### src/rtl/serial_shifter_if.sv
// Handshake and data bundle for serial_shifter: control/parallel data in,
// serial bit out, received word and status flags back.
interface serial_shifter_if #(
  parameter int WIDTH = 8
);
  logic             start;
  logic [WIDTH-1:0] din;
  logic             shift_en;
  logic             ser_in;
  logic             rd_ack;
  logic             ser_out;
  logic [WIDTH-1:0] qout;
  logic             busy;
  logic             done;
  logic             rx_full;
  logic             overrun;

  modport master (
    output start, din, shift_en, ser_in, rd_ack,
    input  ser_out, qout, busy, done, rx_full, overrun
  );

  modport slave (
    input  start, din, shift_en, ser_in, rd_ack,
    output ser_out, qout, busy, done, rx_full, overrun
  );
endinterface

### src/rtl/serial_shifter.sv
// Full-duplex serial shifter: loads a word, shifts it out one bit per strobe
// while shifting ser_in in, and parks each completed word in a holding register.
//
// state | meaning
// IDLE  | waiting for start; ser_out at IDLE_LEVEL
// SHIFT | transfer in progress, one bit per shift_en
// DONE  | single-cycle completion; word latched into qout
module serial_shifter #(
  parameter int WIDTH      = 8,
  parameter bit MSB_FIRST  = 1'b1,
  parameter bit IDLE_LEVEL = 1'b1
) (
  input logic             clk,
  input logic             clr,
  serial_shifter_if.slave bus
);
  localparam int CW = $clog2(WIDTH + 1);

  typedef enum logic [1:0] {IDLE, SHIFT, DONE} state_t;

  state_t           state, state_nxt;
  logic [WIDTH-1:0] sreg, sreg_nxt;
  logic [CW-1:0]    cnt, cnt_nxt;
  logic [WIDTH-1:0] qout_r;
  logic             rx_full_r;
  logic             overrun_r;
  logic [WIDTH-1:0] sreg_shifted;
  logic             out_bit;

  always_comb begin
    if (MSB_FIRST) begin
      sreg_shifted = {sreg[WIDTH-2:0], bus.ser_in};
      out_bit      = sreg[WIDTH-1];
    end else begin
      sreg_shifted = {bus.ser_in, sreg[WIDTH-1:1]};
      out_bit      = sreg[0];
    end
  end

  always_comb begin
    state_nxt = state;
    sreg_nxt  = sreg;
    cnt_nxt   = cnt;
    case (state)
      IDLE: begin
        if (bus.start) begin
          sreg_nxt  = bus.din;
          cnt_nxt   = '0;
          state_nxt = SHIFT;
        end
      end
      SHIFT: begin
        // start is deliberately not looked at here
        if (bus.shift_en) begin
          sreg_nxt = sreg_shifted;
          cnt_nxt  = cnt + CW'(1);
          if (cnt == CW'(WIDTH - 1)) state_nxt = DONE;
        end
      end
      DONE: begin
        if (bus.start) begin
          sreg_nxt  = bus.din;
          cnt_nxt   = '0;
          state_nxt = SHIFT;
        end else begin
          state_nxt = IDLE;
        end
      end
      default: state_nxt = IDLE;
    endcase
  end

  always_ff @(posedge clk) begin
    if (!clr) begin
      state <= IDLE;
      sreg  <= '0;
      cnt   <= '0;
    end else begin
      state <= state_nxt;
      sreg  <= sreg_nxt;
      cnt   <= cnt_nxt;
    end
  end

  // A completion outranks rd_ack: the fresh word must not be dropped as read.
  always_ff @(posedge clk) begin
    if (!clr) begin
      qout_r    <= '0;
      rx_full_r <= 1'b0;
      overrun_r <= 1'b0;
    end else if (state == DONE) begin
      qout_r    <= sreg;
      rx_full_r <= 1'b1;
      if (rx_full_r && !bus.rd_ack) overrun_r <= 1'b1;
    end else if (bus.rd_ack) begin
      rx_full_r <= 1'b0;
      overrun_r <= 1'b0;
    end
  end

  assign bus.busy    = (state == SHIFT);
  assign bus.done    = (state == DONE);
  assign bus.ser_out = (state == IDLE) ? IDLE_LEVEL : out_bit;
  assign bus.qout    = qout_r;
  assign bus.rx_full = rx_full_r;
  assign bus.overrun = overrun_r;
endmodule

### src/flat_wrapper.sv
// flat-port wrapper written by rule: the top's interface ports become plain ports
module serial_shifter_flat 
#(
  parameter int WIDTH      = 8,
  parameter bit MSB_FIRST  = 1'b1,
  parameter bit IDLE_LEVEL = 1'b1
)
  (clk, clr, bus_start, bus_din, bus_shift_en, bus_ser_in, bus_rd_ack, bus_ser_out, bus_qout, bus_busy, bus_done, bus_rx_full, bus_overrun);
  serial_shifter_if #(.WIDTH(WIDTH)) bus_i ();
  input logic clk;
  input logic clr;
  input wire logic [$bits(bus_i.start)-1:0] bus_start;
  input wire logic [$bits(bus_i.din)-1:0] bus_din;
  input wire logic [$bits(bus_i.shift_en)-1:0] bus_shift_en;
  input wire logic [$bits(bus_i.ser_in)-1:0] bus_ser_in;
  input wire logic [$bits(bus_i.rd_ack)-1:0] bus_rd_ack;
  output wire logic [$bits(bus_i.ser_out)-1:0] bus_ser_out;
  output wire logic [$bits(bus_i.qout)-1:0] bus_qout;
  output wire logic [$bits(bus_i.busy)-1:0] bus_busy;
  output wire logic [$bits(bus_i.done)-1:0] bus_done;
  output wire logic [$bits(bus_i.rx_full)-1:0] bus_rx_full;
  output wire logic [$bits(bus_i.overrun)-1:0] bus_overrun;
  assign bus_i.start = bus_start;
  assign bus_i.din = bus_din;
  assign bus_i.shift_en = bus_shift_en;
  assign bus_i.ser_in = bus_ser_in;
  assign bus_i.rd_ack = bus_rd_ack;
  assign bus_ser_out = bus_i.ser_out;
  assign bus_qout = bus_i.qout;
  assign bus_busy = bus_i.busy;
  assign bus_done = bus_i.done;
  assign bus_rx_full = bus_i.rx_full;
  assign bus_overrun = bus_i.overrun;
  serial_shifter #(.WIDTH(WIDTH), .MSB_FIRST(MSB_FIRST), .IDLE_LEVEL(IDLE_LEVEL)) u_core (.clk(clk), .clr(clr), .bus(bus_i));
endmodule
### config.mk
export PLATFORM = sky130hd
export DESIGN_NAME = serial_shifter_flat
export DESIGN_NICKNAME = d
export VERILOG_FILES = /design/src/rtl/serial_shifter_if.sv /design/src/rtl/serial_shifter.sv /design/src/flat_wrapper.sv
export SDC_FILE = /design/constraint.sdc
export NUM_CORES = 1
export LEC_CHECK = 0
export BUFFER_PORTS_ARGS = -buffer_cell sky130_fd_sc_hd__buf_2
export CAP_MARGIN = 20
export CORE_MARGIN = 3
export CORE_UTILIZATION = 50
export DETAILED_ROUTE_END_ITERATION = 12
export GPL_TIMING_DRIVEN = 0
export PLACE_DENSITY = 0.74
export SYNTH_ARGS = -nofsm -noshare
export SYNTH_HDL_FRONTEND = slang
export SYNTH_SLANG_ARGS = --single-unit
### constraint.sdc
create_clock -name clk -period 2.01 [get_ports clk]
set_clock_uncertainty 0.05 [all_clocks]
set_input_delay 0.402 -clock clk [delete_from_list [all_inputs] [get_ports clk]]
set_output_delay 0.402 -clock clk [all_outputs]
set_load 0.005 [all_outputs]
==> impl_results.md, run 1 <==
- Number of setup buffers added after CTS: 0
- Via count: 869
- Number of synthesized flops with an enable pin: 0
- Starting DRC count in detailed routing: 9
- Die width: a little over 50 um
- Final slew viol count: 0
- Register-to-register setup slack: 0.68 ns
- Fill count: roughly 170
- WHS Endpoint: u_core.state[0]
- RSZ-0062 raised after global routing: no
- R2R Path End: u_core.sreg[7]
- Sequential share of the synthesized area: a little under half
- Cell family contributing the most delay on the critical path: buffers and inverters
- Max Clk Rate: 563 MHz
- Clk pin slew, worst setup/hold paths: 0.12 ns
- Vias/cell: 5.11
- Synth unique cells: 29
- Slowest stage delay, CP: approximately 0.33 ns
- Final period util: between 80 and 90%
- Yosys Warn Count: 0
- Slowest-stage cell, CP: dfxtp_1
- Max VDD drop: approximately 380 uV
- Ant. Diodes: 0
- Io pins: 27
- CTS tree: yes
- Final nets: 161
- Core area: approximately 1900 um2
- DR pass1 iterations: 4
- Post-Syn Area: ~1000 um2
- P_leak: 0.545 nW
- PD cells: between 600 and 700 nW/um2
- Routability cong.: between 0.8 and 0.9
- Cells along the critical path: buf_4 -> nand2b_1 -> clkinv_1 -> buf_2
- Sequential power share: about three fifths
- Antenna violations before repair: 0
- Final setup vio count: 0
- Total GRT Usage: between 10% and 20%
- Clock H-tree levels: 1
- CP Class: flip-flop to primary output
- Post-CTS sizing: 0
- Fin crit period: 1.78 ns
- Worst Path Buf+Inv: 3
- CP required: between 1.5 and 2 ns
- Mapped Nets: 130
- Sinks on Clock Net: 24
- Root buffer cell: clkbuf_4
- Routed wire length: around 2.1 mm
- Worst Setup End Kind: primary output
- Initial Util: 56.4%
- GRT Residual Overflow: 0
- Longest Clk Path Bufs: 2
- Worst skew pair latency: 0.30 ns
- Final setup TNS: 0 ns
- P&R area growth vs syn: 18.9%
- Reg area: between 400 and 500 um2
- Max-Cap Viols: 0
- Cell area after layout: 1250 um2
- Worst R2R Start: u_core.state[0]
- First-pass GRT wire length: 3.70 mm
- Hold Vio Cnt, Final: 0
- Die ar.: between 2000 and 3000 um2
- Synthesized flop and latch total: 24
- Int Power: between 0.6 and 0.7 mW
- Worst Min Path Start: bus_shift_en
- Crit path DAT: roughly 1.3 ns
- Post-route ant nets: 0
- Detail Placement HPWL: around 1.6 mm
- Syn Inst Count: about 120
- DIE HEIGHT: approximately 52 um
- Net switching power: just over 0.2 mW
- Layout cells sized above 1: between 20% and 30%
- CTS Buf Count: 3
- Worst Setup Start Kind: flip-flop
- Combinational Power Share: 12.4%
- Drt drc: 0
- Worst hold stages: 2
- Clock share of power: between 20% and 30%
- Sw Share: a little under a quarter
- Slew @ Worst Pin: approximately 0.45 ns
- Largest net degree at the start of global routing: 14
- Worst-case reg-to-reg path depth: 6
- Multi-input logic area: around 520 um2
- Hold-fix buffers at CTS: 0
- Worst-path maximum fanout: 9
- Port Buffers: 26
- Post-synthesis average cell area: around 9.1 um2
- Placed Area: roughly 1200 um2
- Class of the worst hold path: primary input to flip-flop
- Top FF cell, synth: dfxtp_1
- DR WL/cell: between 10 and 15 um
- Slew margin rel.: about 70%
- Vias in the first global route: around 820
- Post-synth ARST share: 0%
- Run status: finished clean
- Std-Cell Rows: 15
-- cells by family after synthesis --
group / count (synthesis) / share of synthesized area [%]
xor gates and xnor gates: 1 / 0.835
buffers and inverters: 10 / 4.53
and+or+nand+nor: 37 / 18.0
AOI/OAI and AO/OA: 34 / 22.0
adders and majority gates: 1 / 1.19
DFF: 24 / 45.8
muxes: 8 / 7.64
-- how the worst max path moves through the flow --
stage                               start             end  slack (ns)  cells past startpoint
after floorplan                 bus_start  u_core.sreg[0]        0.76                      5
after global placement          bus_start  u_core.sreg[1]        0.57                      6
after detailed placement        bus_start  u_core.sreg[7]        0.55                      6
after CTS                 u_core.state[0]        bus_done        0.22                      4
after global routing      u_core.state[0]        bus_done        0.12                      4
final                     u_core.state[0]        bus_done        0.23                      4
-- routing by layer --
| metal | vias to the layer above | share of wire, % | global-route usage, % |
|---|---|---|---|
| met5 | - | 0 | 0 |
| met4 | 0 | 0.80 | 6.55 |
| met3 | 2 | 5.1 | 2.58 |
| met2 | 23 | 44 | 29.2 |
| met1 | 382 | 51 | 25.3 |
| li1 | 462 | - | - |
-- Yosys cell counts (2+ instances only) --
cell type | number | area share, %
a21boi_0 | 11 | 7.9
a21oi_1 | 9 | 4.3
and3_1 | 4 | 2.4
buf_2 | 5 | 2.4
clkbuf_1 | 2 | 0.72
dfxtp_1 | 24 | 46
mux2i_1 | 8 | 7.6
nand2_1 | 18 | 6.4
nand2b_1 | 4 | 2.4
nor2_1 | 2 | 0.72
nor2b_1 | 2 | 1.2
nor3b_1 | 2 | 1.4
o31ai_1 | 8 | 5.7
-- cells in the final DEF (no fill, tap or decap), drive strengths merged, types with 2 or more instances in the layout --
cell,instances
nand2,18
o31ai,8
nor3b,2
nand2b,4
and3,4
dfxtp,24
clkbuf,6
nor2,2
buf,32
mux2i,8
a21oi,9
a21boi,11
nor2b,2
-- metrics by stage --
| stage | utilization, % | hold slack [ns] | setup WS, ns | total power [mW] | cells |
|---|---|---|---|---|---|
| after floorplan | - | 0.401 | 0.765 | 0.592 | 115 |
| after global placement | 65.1 | 0.398 | 0.568 | 0.627 | 166 |
| after detailed placement | 65.1 | 0.407 | 0.554 | 0.629 | 166 |
| after CTS | 67.1 | 0.262 | 0.216 | 0.876 | 170 |
| after global routing | 67.1 | 0.266 | 0.122 | 0.908 | 170 |
| final | 67.1 | 0.272 | 0.232 | 0.865 | 170 |
-- sequential cells by signal (all words and copies together) (netlist names) --
signal and flops:
u_core.sreg 8, u_core.bus.overrun 1, u_core.state 2, u_core.bus.qout 8, u_core.cnt 4, u_core.bus.rx_full 1
-- cell type report --
class / instances / share of cell area (%)
buffer: 8 / 3.21
clock buffer: 4 / 2.91
inverter: 2 / 0.602
multi-input combinational: 81 / 41.8
sequential: 24 / 38.6
tap: 25 / 2.51
timing repair buffer: 26 / 10.4
-- power groups by stage --
| stage | clock, mW | sequential, mW | combinational (mW) |
|---|---|---|---|
| after floorplan | 0 | 0.517 | 0.0749 |
| final | 0.245 | 0.513 | 0.107 |
| after global placement | 0 | 0.522 | 0.105 |
| after CTS | 0.256 | 0.512 | 0.108 |
| after global routing | 0.272 | 0.515 | 0.120 |
| after detailed placement | 0 | 0.522 | 0.107 |
-- worst reg2reg max path: stages (launching register included) --
cell and delay, ns:
dfxtp_1 0.33, buf_4 0.14, nor2b_1 0.05, buf_2 0.17
or2_1 0.24, buf_2 0.17, a21oi_1 0.13
No activity file was read; power rests on OpenSTA's default activity.
==> run 2, diff against run 1 <==
Settings changed: SETUP_SLACK_MARGIN set to 0.5.
==> run 2 against run 1 <==
  * Clock-buffer cell count did not move
  * Critical path depth is the same
  * Final cell count up 1.8%
  * Combinational power grew 21%
  * Core utilization up 4.8 points
  * Clock power increased by 2%
  * First-iteration DRC count increased by 89%
  * Register-to-register slack worse by 0.12 ns
  * Design area up 7.1%
  * Routed wire length increased by 6.5%
  * Non-clock buffer count increased by 3
  * Highest routed layer unchanged
==> impl_results.md, run 2 (synthesis gave the netlist of run 1 again) <==
- Run status: finished clean
- Commonest non-fill, non-tap cells in the layout: buf_2 (26), dfxtp_1 (22), nand2_1 (18)
- Global routing usage on met3: 2.87% (+0.29 points)
- Routability cong.: 0.888 (unchanged)
- RSZ-0062 raised after global routing: yes
- Starting DRC count in detailed routing: 17 (+8)
- Worst Setup Start Kind: flip-flop
- PnR Total Power: 0.892 mW (+3.1%)
- Core area: 1860 um2 (unchanged)
- Sinks on Clock Net: 24 (unchanged)
- GRT busiest layer: met2
- Port Buffers: 26 (unchanged)
- Fin crit period: 1.58 ns (-0.198 ns)
- Slew @ Worst Pin: 0.545 ns (+0.0959 ns)
- Met1 usage: 27.1% (+1.8 points)
- Cells along the critical path: buf_6 -> buf_8 -> o21bai_1 -> buf_2
- Hold Vio Cnt, Final: 0 (unchanged)
- Max-Cap Viols: 0 (unchanged)
- DIE HEIGHT: 51.8 um (unchanged)
- Std-Cell Rows: 15 (unchanged)
- P_leak: 0.574 nW (+5.2%)
- Int Power: 0.674 mW (+2.4%)
- Die ar.: 2680 um2 (unchanged)
- Combinational Power Share: 14.5% (+2.1 points)
- Die width: 51.8 um (unchanged)
- Io pins: 27 (unchanged)
- Cell family contributing the most delay on the critical path: buffers and inverters
- Clk pin slew, worst setup/hold paths: 0.12 ns (about the same)
- Clock H-tree levels: 1 (unchanged)
- Met2 GRT Util: 31.4% (+2.1 points)
- Commonest non-fill, non-tap cell in the layout: buf_2
- Worst path depth: 4 (unchanged)
- Final nets: 164 (+1.9%)
- DR WL/cell: 13.2 um (+4.6%)
- Register-to-register setup slack: 0.56 ns (-0.12 ns)
- CTS tree: yes
- First-pass GRT wire length: 3.98 mm (+7.7%)
- CTS Buf Count: 3 (unchanged)
- Final setup vio count: 0 (unchanged)
- Vias/cell: 5.33 (+4.3%)
- R2R Path End: u_core.sreg[2]
- Worst Setup End Kind: primary output
- Initial Util: 56.4% (unchanged)
- Detail Placement HPWL: 1.59 mm (unchanged)
- Max Clk Rate: 633 MHz (+13%)
- GRT Residual Overflow: 0 (unchanged)
- Sequential power share: 57.6% (-1.7 points)
- Slowest-stage cell, CP: dfxtp_2
- Worst Path Buf+Inv: 3 (unchanged)
- Sw Share: 24.4% (+0.57 points)
- Slowest stage delay, CP: 0.34 ns (about the same)
- CP required: 1.56 ns (about the same)
- Layout cells sized above 1: 33.8% (+9.0 points)
- PD cells: 668 nW/um2 (-3.7%)
- Worst-path maximum fanout: 4 (-5)
- Vias in the first global route: 844 (+2.7%)
- CP Class: flip-flop to primary output
- Net switching power: 0.218 mW (+5.6%)
- Final setup TNS: 0 ns (unchanged)
- Final slew viol count: 0 (unchanged)
- Largest net degree at the start of global routing: 14 (unchanged)
- Final period util: 78.6% (-9.9 points)
- Antenna violations before repair: 0 (unchanged)
- Total GRT Usage: 19.8% (+1.5 points)
- Max VDD drop: 416 uV (+8.7%)
- DR pass1 iterations: 4 (unchanged)
- Worst-case reg-to-reg path depth: 6 (unchanged)
- Via count: 922 (+6.1%)
- Post-route ant nets: 0 (unchanged)
- Class of the worst hold path: primary input to flip-flop
- Critical Path Sink: bus_ser_out
- Ant. Diodes: 0 (unchanged)
- Longest Clk Path Bufs: 2 (unchanged)
- Crit path DAT: 1.13 ns (-0.20 ns)
- Clock share of power: 27.9% (-0.4 points)
- Root buffer cell: clkbuf_4
- Worst setup path startpoint: u_core.state[0]
- Worst skew pair latency: 0.31 ns (about the same)
- Drt drc: 0 (unchanged)
- Worst R2R Start: u_core.state[0]
- Fill count: 153 (-11%)
- P&R area growth vs syn: 27.3%
- Slew margin rel.: 63.6% (-6.4 points)
- Routed wire length: 2.28 mm (+6.5%)
[run 2: changes by cell type in the layout (fill, tap and decap cells not counted), moves of 3 or more]
cell,before,now
buf_2,31,26
o31ai_1,8,5
o31ai_2,0,3
buf_4,1,4
[run 2: through the flow]
step                cell area [um2]  util [%]  setup slack [ns]  std cells  hold WS [ns]
floorplan                      1050         -             0.765        115         0.401
global placement               1210      65.1             0.568        166         0.398
detailed placement             1210      65.1             0.554        166         0.407
CTS                            1290      69.6             0.433        173         0.255
global route                   1340      71.9             0.385        173         0.242
finish                         1340      71.9             0.431        173         0.256
[run 2: timing repair]
item                       4_1_cts  5_1_grt
pin swaps                        1        0
gates resized for setup          7       14
setup endpoints to repair        3       13
hold buffers                     0        0
setup buffers                    3        0
[run 2: worst min path at each step]
stage                                    end  depth (start not counted)               start  slack, ns
after floorplan           u_core.bus.qout[7]                          2      u_core.sreg[7]       0.40
after global placement    u_core.bus.qout[7]                          2  u_core.bus.qout[7]       0.40
after detailed placement  u_core.bus.qout[6]                          2  u_core.bus.qout[6]       0.41
after CTS                    u_core.state[0]                          2        bus_shift_en       0.25
after global routing         u_core.state[0]                          2        bus_shift_en       0.24
final                        u_core.state[0]                          2        bus_shift_en       0.26
[run 2: per-layer routing]
metal	part of all wire, %	vias up
met2	44	25
met5	0	-
met1	49	417
met3	4.9	8
met4	1.8	0
li1	-	472
[run 2: layout make-up]
cell class              count  area [um2]  area share (%)
inverters                   2        10.0           0.750
repair buffers             29         159            11.9
well taps                  25        31.3            2.34
plain buffers               8        61.3            4.59
clock buffers               4        36.3            2.72
flip-flops and latches     24         483            36.2
multi-input cells          81         554            41.5
[run 2: power groups by stage]
stage          Sequential, mW  Combinational [mW]  Clock [mW]
2_1_floorplan           0.517              0.0749           0
3_3_place_gp            0.522               0.105           0
3_5_place_dp            0.522               0.107           0
4_1_cts                 0.513               0.118       0.256
5_1_grt                 0.517               0.142       0.278
6_report                0.514               0.129       0.249
